===== src/rtl/spi_mem_bridge.sv =====
// spi_mem_bridge
//   Bridges a single-cycle-per-step rv32i pipeline to one serial SPI memory
//   that holds both code and data in a single byte address space. Each
//   pipeline step runs an instruction fetch at pc_f, then one data access for
//   the M stage (a read unless mem_write_m is set), and then releases the core
//   for exactly one clk.
//
//   Frame on the wire (mode 0, MSB first per field):
//     8-bit command (03 read / 02 write), ADDR_BITS address bits, then four
//     data bytes in little-endian order (byte at addr+0 first, each byte MSB
//     first).
//
// Parameters
//   CLK_DIV   : SCK half-period in clk cycles (>= 1)
//   CS_GAP    : minimum clk cycles spi_cs_n stays high between frames (>= 1)
//   ADDR_BITS : address field width, 1..32; upper address bits are dropped
//
// Ports
//   clk, reset_n              : system clock, asynchronous active-low reset
//   pc_f                      : fetch byte address
//   alu_result_m              : data byte address
//   write_data_m, mem_write_m : store data and store request
//   inst_f                    : fetched instruction (registered)
//   read_data_m               : loaded data word (registered)
//   stall                     : high freezes the core
//   spi_sck, spi_cs_n,
//   spi_mosi, spi_miso        : SPI master pins
module spi_mem_bridge #(
  parameter int CLK_DIV   = 1,
  parameter int CS_GAP    = 2,
  parameter int ADDR_BITS = 24
) (
  input  logic        clk,
  input  logic        reset_n,
  input  logic [31:0] pc_f,
  input  logic [31:0] alu_result_m,
  input  logic [31:0] write_data_m,
  input  logic        mem_write_m,
  output logic [31:0] inst_f,
  output logic [31:0] read_data_m,
  output logic        stall,
  output logic        spi_sck,
  output logic        spi_cs_n,
  output logic        spi_mosi,
  input  logic        spi_miso
);

  localparam int FRAME_W   = 8 + ADDR_BITS + 32;
  localparam int EDGES     = 2 * FRAME_W;
  // START plus XFER together span the whole chip-select-low window; the last
  // SCK fall lands in the first gap cycle.
  localparam int XFER_CLKS = EDGES * CLK_DIV - 1;
  localparam int CNT_W     = $clog2(XFER_CLKS + CS_GAP + 1);
  localparam int DIV_W     = (CLK_DIV > 1) ? $clog2(CLK_DIV) : 1;
  localparam int EDGE_W    = $clog2(EDGES);

  localparam logic [CNT_W-1:0]  XFER_LAST = CNT_W'(XFER_CLKS - 1);
  localparam logic [CNT_W-1:0]  GAP_LAST  = CNT_W'(CS_GAP - 1);
  localparam logic [DIV_W-1:0]  DIV_LAST  = DIV_W'(CLK_DIV - 1);
  localparam logic [EDGE_W-1:0] EDGE_LAST = EDGE_W'(EDGES - 1);

  typedef enum logic [2:0] {
    FETCH_START,
    FETCH_XFER,
    GAP1,
    DATA_START,
    DATA_XFER,
    GAP2,
    ADVANCE
  } state_t;

  state_t             state, state_nxt;
  logic [CNT_W-1:0]   cnt;
  logic               cnt_clr;

  logic [DIV_W-1:0]   div_cnt;
  logic [EDGE_W-1:0]  edge_cnt;
  logic               op_fetch;
  logic               op_write;
  logic [FRAME_W-2:0] tx_rest;
  logic [31:0]        rx_sh;

  logic               start;
  logic               start_fetch;
  logic [31:0]        addr_sel;
  logic               wr_sel;
  logic [FRAME_W-1:0] frame;
  logic               tick;
  logic               rise;
  logic               fall;
  logic               last;
  logic               unused_addr;

  function automatic logic [31:0] byte_swap(input logic [31:0] w);
    return {w[7:0], w[15:8], w[23:16], w[31:24]};
  endfunction

  function automatic logic [FRAME_W-1:0] build_frame(
    input logic                 wr,
    input logic [ADDR_BITS-1:0] addr,
    input logic [31:0]          wdata
  );
    return {(wr ? 8'h02 : 8'h03), addr, byte_swap(wdata)};
  endfunction

  // Sequencer: one fetch frame, one data frame, one released clk.
  always_ff @(posedge clk or negedge reset_n) begin
    if (!reset_n) begin
      state <= FETCH_START;
      cnt   <= '0;
    end else begin
      state <= state_nxt;
      if (cnt_clr) cnt <= '0;
      else         cnt <= cnt + CNT_W'(1);
    end
  end

  always_comb begin
    state_nxt = state;
    cnt_clr   = 1'b0;
    stall     = 1'b1;
    case (state)
      FETCH_START: begin
        state_nxt = FETCH_XFER;
        cnt_clr   = 1'b1;
      end
      FETCH_XFER: begin
        if (cnt == XFER_LAST) begin
          state_nxt = GAP1;
          cnt_clr   = 1'b1;
        end
      end
      GAP1: begin
        if (cnt == GAP_LAST) begin
          state_nxt = DATA_START;
          cnt_clr   = 1'b1;
        end
      end
      DATA_START: begin
        state_nxt = DATA_XFER;
        cnt_clr   = 1'b1;
      end
      DATA_XFER: begin
        if (cnt == XFER_LAST) begin
          state_nxt = GAP2;
          cnt_clr   = 1'b1;
        end
      end
      GAP2: begin
        if (cnt == GAP_LAST) begin
          state_nxt = ADVANCE;
          cnt_clr   = 1'b1;
        end
      end
      ADVANCE: begin
        stall     = 1'b0;
        state_nxt = FETCH_START;
        cnt_clr   = 1'b1;
      end
      default: begin
        state_nxt = FETCH_START;
        cnt_clr   = 1'b1;
      end
    endcase
  end

  // Frame assembly from the core inputs, only consumed in the START states.
  assign start       = (state == FETCH_START) || (state == DATA_START);
  assign start_fetch = (state == FETCH_START);
  assign addr_sel    = start_fetch ? pc_f : alu_result_m;
  assign wr_sel      = !start_fetch && mem_write_m;
  assign frame       = build_frame(wr_sel, addr_sel[ADDR_BITS-1:0], write_data_m);
  // Address bits above ADDR_BITS are intentionally dropped.
  assign unused_addr = ^addr_sel;

  // SCK engine: runs off the chip-select register, independent of the
  // sequencer, so the final falling edge can close the frame by itself.
  assign tick = !spi_cs_n && (div_cnt == DIV_LAST);
  assign rise = tick && !spi_sck;
  assign fall = tick && spi_sck;
  assign last = fall && (edge_cnt == EDGE_LAST);

  always_ff @(posedge clk or negedge reset_n) begin
    if (!reset_n) begin
      spi_cs_n    <= 1'b1;
      spi_sck     <= 1'b0;
      spi_mosi    <= 1'b0;
      div_cnt     <= '0;
      edge_cnt    <= '0;
      op_fetch    <= 1'b0;
      op_write    <= 1'b0;
      inst_f      <= 32'h0000_0013;
      read_data_m <= 32'h0000_0000;
    end else if (start) begin
      spi_cs_n <= 1'b0;
      spi_sck  <= 1'b0;
      spi_mosi <= frame[FRAME_W-1];
      div_cnt  <= '0;
      edge_cnt <= '0;
      op_fetch <= start_fetch;
      op_write <= wr_sel;
    end else if (!spi_cs_n) begin
      if (tick) begin
        div_cnt  <= '0;
        spi_sck  <= ~spi_sck;
        edge_cnt <= edge_cnt + EDGE_W'(1);
        if (last) begin
          // rx_sh already holds all 32 data bits, first-received byte on top.
          spi_cs_n <= 1'b1;
          spi_mosi <= 1'b0;
          if (op_fetch)      inst_f      <= byte_swap(rx_sh);
          else if (!op_write) read_data_m <= byte_swap(rx_sh);
        end else if (fall) begin
          spi_mosi <= tx_rest[FRAME_W-2];
        end
      end else begin
        div_cnt <= div_cnt + DIV_W'(1);
      end
    end
  end

  // Shift registers carry only data; their contents are meaningless until a
  // frame has been loaded, so they need no reset.
  always_ff @(posedge clk) begin
    if (start)     tx_rest <= frame[FRAME_W-2:0];
    else if (fall) tx_rest <= {tx_rest[FRAME_W-3:0], 1'b0};
    if (rise)      rx_sh   <= {rx_sh[30:0], spi_miso};
  end

endmodule

===== config.mk =====
export PLATFORM = sky130hd
export DESIGN_NAME = spi_mem_bridge
export DESIGN_NICKNAME = d
export VERILOG_FILES = /design/src/rtl/spi_mem_bridge.sv
export SDC_FILE = /design/constraint.sdc
export NUM_CORES = 1
export LEC_CHECK = 0
export ABC_AREA = 0
export CORE_ASPECT_RATIO = 1.5
export CORE_MARGIN = 5
export CORE_UTILIZATION = 40
export DETAILED_ROUTE_END_ITERATION = 7
export PLACE_DENSITY = 0.63
export SKIP_LAST_GASP = 1
export SLEW_MARGIN = 0
export SYNTH_ARGS = -nofsm -noshare
export SYNTH_HDL_FRONTEND = slang
export SYNTH_SLANG_ARGS = --single-unit

===== constraint.sdc =====
create_clock -name clk -period 4.9 [get_ports clk]
set_clock_uncertainty 0.05 [all_clocks]
set_input_delay 0.98 -clock clk [delete_from_list [all_inputs] [get_ports clk]]
set_output_delay 0.98 -clock clk [all_outputs]
set_load 0.01 [all_outputs]

==> results_dict.tcl, run 1 <==
set metrics [dict create \
    worstPathArrival_ps 1870 \
    dr.pass1.iters 6 \
    area_growth_syn_to_layout_pct 29.9 \
    intPower_w 0.00234 \
    drv_cap 0 \
    p_clk_share_pct 43.4 \
    multi_input_area_um2 2380 \
    whs_ps 438 \
    wl_per_cell_um 15.6 \
    critPathKind "reg -> out" \
    insertion_delay_ps 420 \
    power_leakage_nw 4.01 \
    synth_top_area_share_pct 37.5 \
    place_congestion 0.760 \
    crit_fanout 11 \
    nets 797 \
    stdcell_count 958 \
    dp_cells 926 \
    synth.avg_cell_area_um2 14.0 \
    io_buffers 151 \
    remaining_drc_errors 0 \
    die_area_um2 22000 \
    synth_seq_cells 183 \
    r2r_slack_ps 2090 \
    synth-async-reset-ratio_pct 48.1 \
    setup.worst_path.end "stall" \
    reg2reg_depth 4 \
    power_frac_seq_pct 53.7 \
    die_y_um 179 \
    grt_antenna_before_repair 0 \
    cts.clk_slew.worst_paths_ps 70 \
    timing.fmax_ghz 0.345 \
    drv_slew 0 \
    max-vdd-ir-drop_mv 0.216 \
    synthXorXnorAreaFrac_pct 1.61 \
    postCtsHoldBufs 0 \
    core_um2 18600 \
    synth_cell_type_count 45 \
    worstHoldPathType "reg -> reg" \
    antenna_cells 0 \
    drt_iter0_drc 249 \
    nFillCells 1640 \
    cts_tree "yes" \
    clock-sinks 183 \
    p_sw_share_pct 21.7 \
    ios 168 \
    hpwl_um 10400 \
    worst_pin_slew_ps 1120 \
    die_x_um 123 \
    grt_pass1_vias 4955 \
    worstSetupEndpointType "output port" \
    syn_inst 542 \
    ctsResizeCount 0 \
    cts_buffer_depth 2 \
    grt_overflow 0 \
    routed_wirelength_um 14900 \
    final-seq-area_um2 5060 \
    syn_nets 646 \
    final_core_util_pct 53.1 \
    synth_top_family_by_area "multiplexers" \
    vias 4633 \
    grt_use_total_pct 14.1 \
    status "finished, final reports clean" \
    via_per_inst 4.84 \
    hold_viol 0 \
    min_period_ps 2900 \
    cts_buffers 17 \
    worstSetupStartpoint "state[1]$_DFFE_PN0P_" \
    reg2reg_from "state[1]$_DFFE_PN0P_" \
    synthFlopType "edfxtp_1" \
    finalCritPeriodShare_pct 59.1 \
    synth_edf_count 95 \
    grt_max_degree 89 \
    htree_levels 4 \
    ys_warn_count 0 \
    initial_core_util_pct 40.9 \
    grt_pass1_wl_um 24500 \
    slew_headroom_pct 25.3 \
    synth-compound-area-share_pct 2.63 \
    drive_gt1_share_pct 17.1 \
    rr_endpoint "tx_rest[38]$_DFFE_PP_" \
    ys_seq_area_share_pct 66.4 \
    synth.area.mux_share_pct 14.9 \
    finalWorstSetupSlack_ps 2000 \
    rows 61 \
    critPathLaunchType "flip-flop" \
    rsz0062_at_grt "no" \
    fin_tns_setup_ps 0 \
    p_sw_w 0.000649 \
    ant_nets 0 \
    yosys-top-cells-area "edfxtp_1 37%, dfrtp_1 28%, mux2_4 7.9%" \
    post_cts_buffers 0 \
    synth-simple-area-share_pct 11.3 \
    p_per_area_nw_per_um2 302 \
    combPwrFrac_pct 2.9 \
    clock-root-buffer "clkbuf_16" \
    synth_top_area_cell "edfxtp_1" \
    synth_area_um2 7610 \
    setup_violations 0 \
    cp_data_required_time_ps 3870 \
    synth_fa_ha_area_share_pct 0.657 \
    pre_cts_slack_ps 2040 \
]
==> layout by cell type (no fill, tap or decap), types with 5 or more instances in the layout <==
cell	synthesis	final
clkbuf_16	0	17
nand2_1	128	127
and2_1	6	6
nand4_1	5	5
xnor2_1	7	7
mux2_2	24	24
inv_8	0	5
buf_4	2	8
mux2_4	40	40
dfrtp_1	84	84
mux2i_1	25	25
edfxtp_1	95	95
nor2_1	19	19
clkdlybuf4s50_1	0	150
a21oi_1	5	5
o21ai_0	26	26
xor2_1	7	7
==> Yosys cell counts, types with 4 or more instances <==
library cell  number
nand2_1          128
edfxtp_1          95
dfrtp_1           84
mux2_4            40
o21ai_0           26
mux2i_1           25
mux2_2            24
nor2_1            19
clkbuf_1          12
buf_6              9
xnor2_1            7
xor2_1             7
and2_1             6
a21oi_1            5
nand4_1            5
dfstp_2            4
ha_1               4
inv_1              4
nand3_1            4
==> power by group through the flow <==
stage | sequential [W] | combinational, W | clock [W]
5_1_grt | 0.00160 | 0.0000947 | 0.00139
4_1_cts | 0.00160 | 0.0000883 | 0.00134
3_3_place_gp | 0.00164 | 0.0000871 | 0
2_1_floorplan | 0.00164 | 0.00000550 | 0
3_5_place_dp | 0.00164 | 0.0000882 | 0
6_report | 0.00161 | 0.0000861 | 0.00130
==> critical path, cell delays in order, from the launching register on <==
cell             delay [ps]
dfrtp_1                 560
nor2b_4                 280
nand2_1                  80
clkdlybuf4s50_1         530
==> sequential cells by signal, indices dropped and copies added (netlist names), 3 cells and up <==
register     flops
tx_rest         63
inst_f          32
read_data_m     32
rx_sh           32
cnt              8
edge_cnt         7
state            3
==> cell families after synthesis <==
family,count (synthesis)
and+or+nand+nor,184
DFF,183
muxes,90
AOI/OAI and AO/OA,37
buffers and inverters,30
xor gates and xnor gates,14
adders and majority gates,4
==> layer usage <==
layer  vias to the layer above  global-route usage, %  routed length [um]
met5                         -                      0                   0
met2                       169                   24.1                7320
met1                      2255                   17.0                6440
met4                         0                   4.44                 149
met3                        14                   4.32                1010
li1                       2195                      -                   -
==> final cells by class <==
| type | instances | area share (%) |
|---|---|---|
| tap | 252 | 3.19 |
| sequential | 183 | 51.2 |
| clock inverter | 15 | 1.34 |
| multi-input combinational | 329 | 24.1 |
| timing repair buffer | 158 | 15.8 |
| inverter | 4 | 0.152 |
| clock buffer | 17 | 4.30 |
==> worst min path at each step <==
stage,from,end,slack (ps),depth (start not counted)
after detailed placement,rx_sh[17]$_DFFE_PP_,rx_sh[18]$_DFFE_PP_,420,0
after floorplan,rx_sh[9]$_DFFE_PP_,rx_sh[10]$_DFFE_PP_,390,0
final,rx_sh[22]$_DFFE_PP_,rx_sh[23]$_DFFE_PP_,440,0
after CTS,rx_sh[22]$_DFFE_PP_,rx_sh[23]$_DFFE_PP_,440,0
after global placement,rx_sh[29]$_DFFE_PP_,rx_sh[30]$_DFFE_PP_,410,0
after global routing,rx_sh[22]$_DFFE_PP_,rx_sh[23]$_DFFE_PP_,450,0
==> metrics by stage <==
stage,power (W),cell area [um2]
2_1_floorplan,0.00164,7610
4_1_cts,0.00304,9890
3_3_place_gp,0.00172,9330
6_report,0.00299,9890
5_1_grt,0.00309,9890
3_5_place_dp,0.00173,9330
Note: power is estimated with default switching activity, not from simulation.
==> run 2, diff against run 1 <==
- PLACE_DENSITY: 0.63 -> 0.65
- clock period: 4.9 -> 2.65 ns (I/O delays scaled with it)
==> results_dict.tcl, run 2 (synthesis gave the netlist of run 1 again) <==
set metrics [dict create \
    status "finished, final reports clean" \
    clock-root-buffer "clkbuf_16" \
    hold_viol 0 \
    grt_overflow 0 \
    initial_core_util_pct 40.9 \
    insertion_delay_ps 420 \
    worstSetupEndpointType "output port" \
    worstHoldPathType "in -> async" \
    drive_gt1_share_pct 17.3 \
    slew_headroom_pct 58.5 \
    setup_violations 0 \
    htree_levels 4 \
    cts_tree "yes" \
    p_per_area_nw_per_um2 574 \
    worstPathArrival_ps 1870 \
    grt_pass1_vias 4870 \
    place_congestion 0.748 \
    max-vdd-ir-drop_mv 0.378 \
    largest_reg_flops 63 \
    grt_max_degree 89 \
    grt_antenna_before_repair 0 \
    rsz0062_at_grt "no" \
    crit_fanout 11 \
    final_core_util_pct 53.9 \
    ant_nets 0 \
    dp_cells 929 \
    timing.fmax_ghz 0.407 \
    dr.pass1.iters 4 \
    most-common-layout-cells "150 x clkdlybuf4s50_1, 127 x nand2_1, 95 x edfxtp_1" \
    cts_buffer_depth 2 \
    wl_per_cell_um 15.2 \
    nets 800 \
    die_y_um 179 \
    drv_cap 0 \
    clock-sinks 183 \
    grt_use_total_pct 13.9 \
    die_x_um 123 \
    postCtsHoldBufs 0 \
    finalCritPeriodShare_pct 92.6 \
    die_area_um2 22000 \
    routed_wirelength_um 14600 \
    remaining_drc_errors 0 \
    cp_slowest_cell "dfrtp_1" \
    layout_commonest_cell "clkdlybuf4s50_1" \
    worst_pin_slew_ps 622 \
    critPathKind "reg -> out" \
    ctsResizeCount 0 \
    crit_path_max_incr_delay_ps 570 \
    hpwl_um 10200 \
    post_cts_buffers 0 \
    crit_chain "nor2b_4, nand2_1, clkdlybuf4s50_1" \
    io_buffers 151 \
    grt_pass1_wl_um 24000 \
    drt_iter0_drc 225 \
    area_growth_syn_to_layout_pct 31.8 \
    reg2reg_from "state[1]$_DFFE_PN0P_" \
    ios 168 \
    worstSetupStartpoint "state[1]$_DFFE_PN0P_" \
    via_per_inst 4.74 \
    top_register "tx_rest" \
    cts_buffers 17 \
    cp_data_required_time_ps 2070 \
    core_um2 18600 \
    drv_slew 0 \
    pre_cts_slack_ps 490 \
    finalWorstSetupSlack_ps 195 \
    power_w 0.00576 \
    rows 61 \
    antenna_cells 0 \
    stdcell_count 961 \
    cts.clk_slew.worst_paths_ps 70 \
    min_period_ps 2450 \
    vias 4551 \
    critPathLaunchType "flip-flop" \
    power_leakage_nw 4.08 \
    fin_tns_setup_ps 0 \
]
-- run 2: final cells by class --
cell class / instances / area [um2]
clock inverters: 14 / 185
well taps: 252 / 315
flip-flops and latches: 183 / 5060
repair buffers: 161 / 1650
inverters: 4 / 15.0
fillers: 1641 / 8590
multi-input cells: 329 / 2380
clock buffers: 18 / 429
-- run 2: through the flow --
stage	cell area (um2)	hold WS, ps
global route	10000	116
global placement	9420	408
CTS	10000	74.9
detailed placement	9420	416
floorplan	7620	184
finish	10000	78.0
-- run 2: per-layer routing --
layer  vias up  global-route usage (%)  part of all wire, %
met1      2181                    17.8                   44
li1       2201                       -                    -
met2       155                    22.1                   48
met5         -                       0                    0
met4         0                    4.86                  1.2
met3        14                    4.58                  6.7
-- run 2: worst max-delay path: cells and delay by family, from the launching register on --
kind / cells / cell delay, ps
buffers and inverters: 1 / 540
DFF: 1 / 570
and+or+nand+nor: 2 / 350
-- run 2: power breakdown --
| part | switching (W) | internal [W] | leakage [nW] |
|---|---|---|---|
| registers | 0 | 0.00297 | 2.12 |
| clock network | 0.00111 | 0.00152 | 0.298 |
| logic | 0.0000474 | 0.000115 | 1.67 |
-- run 2: worst paths after layout --
check | to | slack (ps) | cells past startpoint
min | inst_f[7]$_DFFE_PN0P_ | 80 | 1
max in group asynchronous | inst_f[0]$_DFFE_PN1P_ | 1760 | 2
max | stall | 200 | 3
max reg2reg | tx_rest[46]$_DFFE_PP_ | 480 | 4
min reg2reg | rx_sh[17]$_DFFE_PP_ | 430 | 0
min in group clk | rx_sh[17]$_DFFE_PP_ | 430 | 0
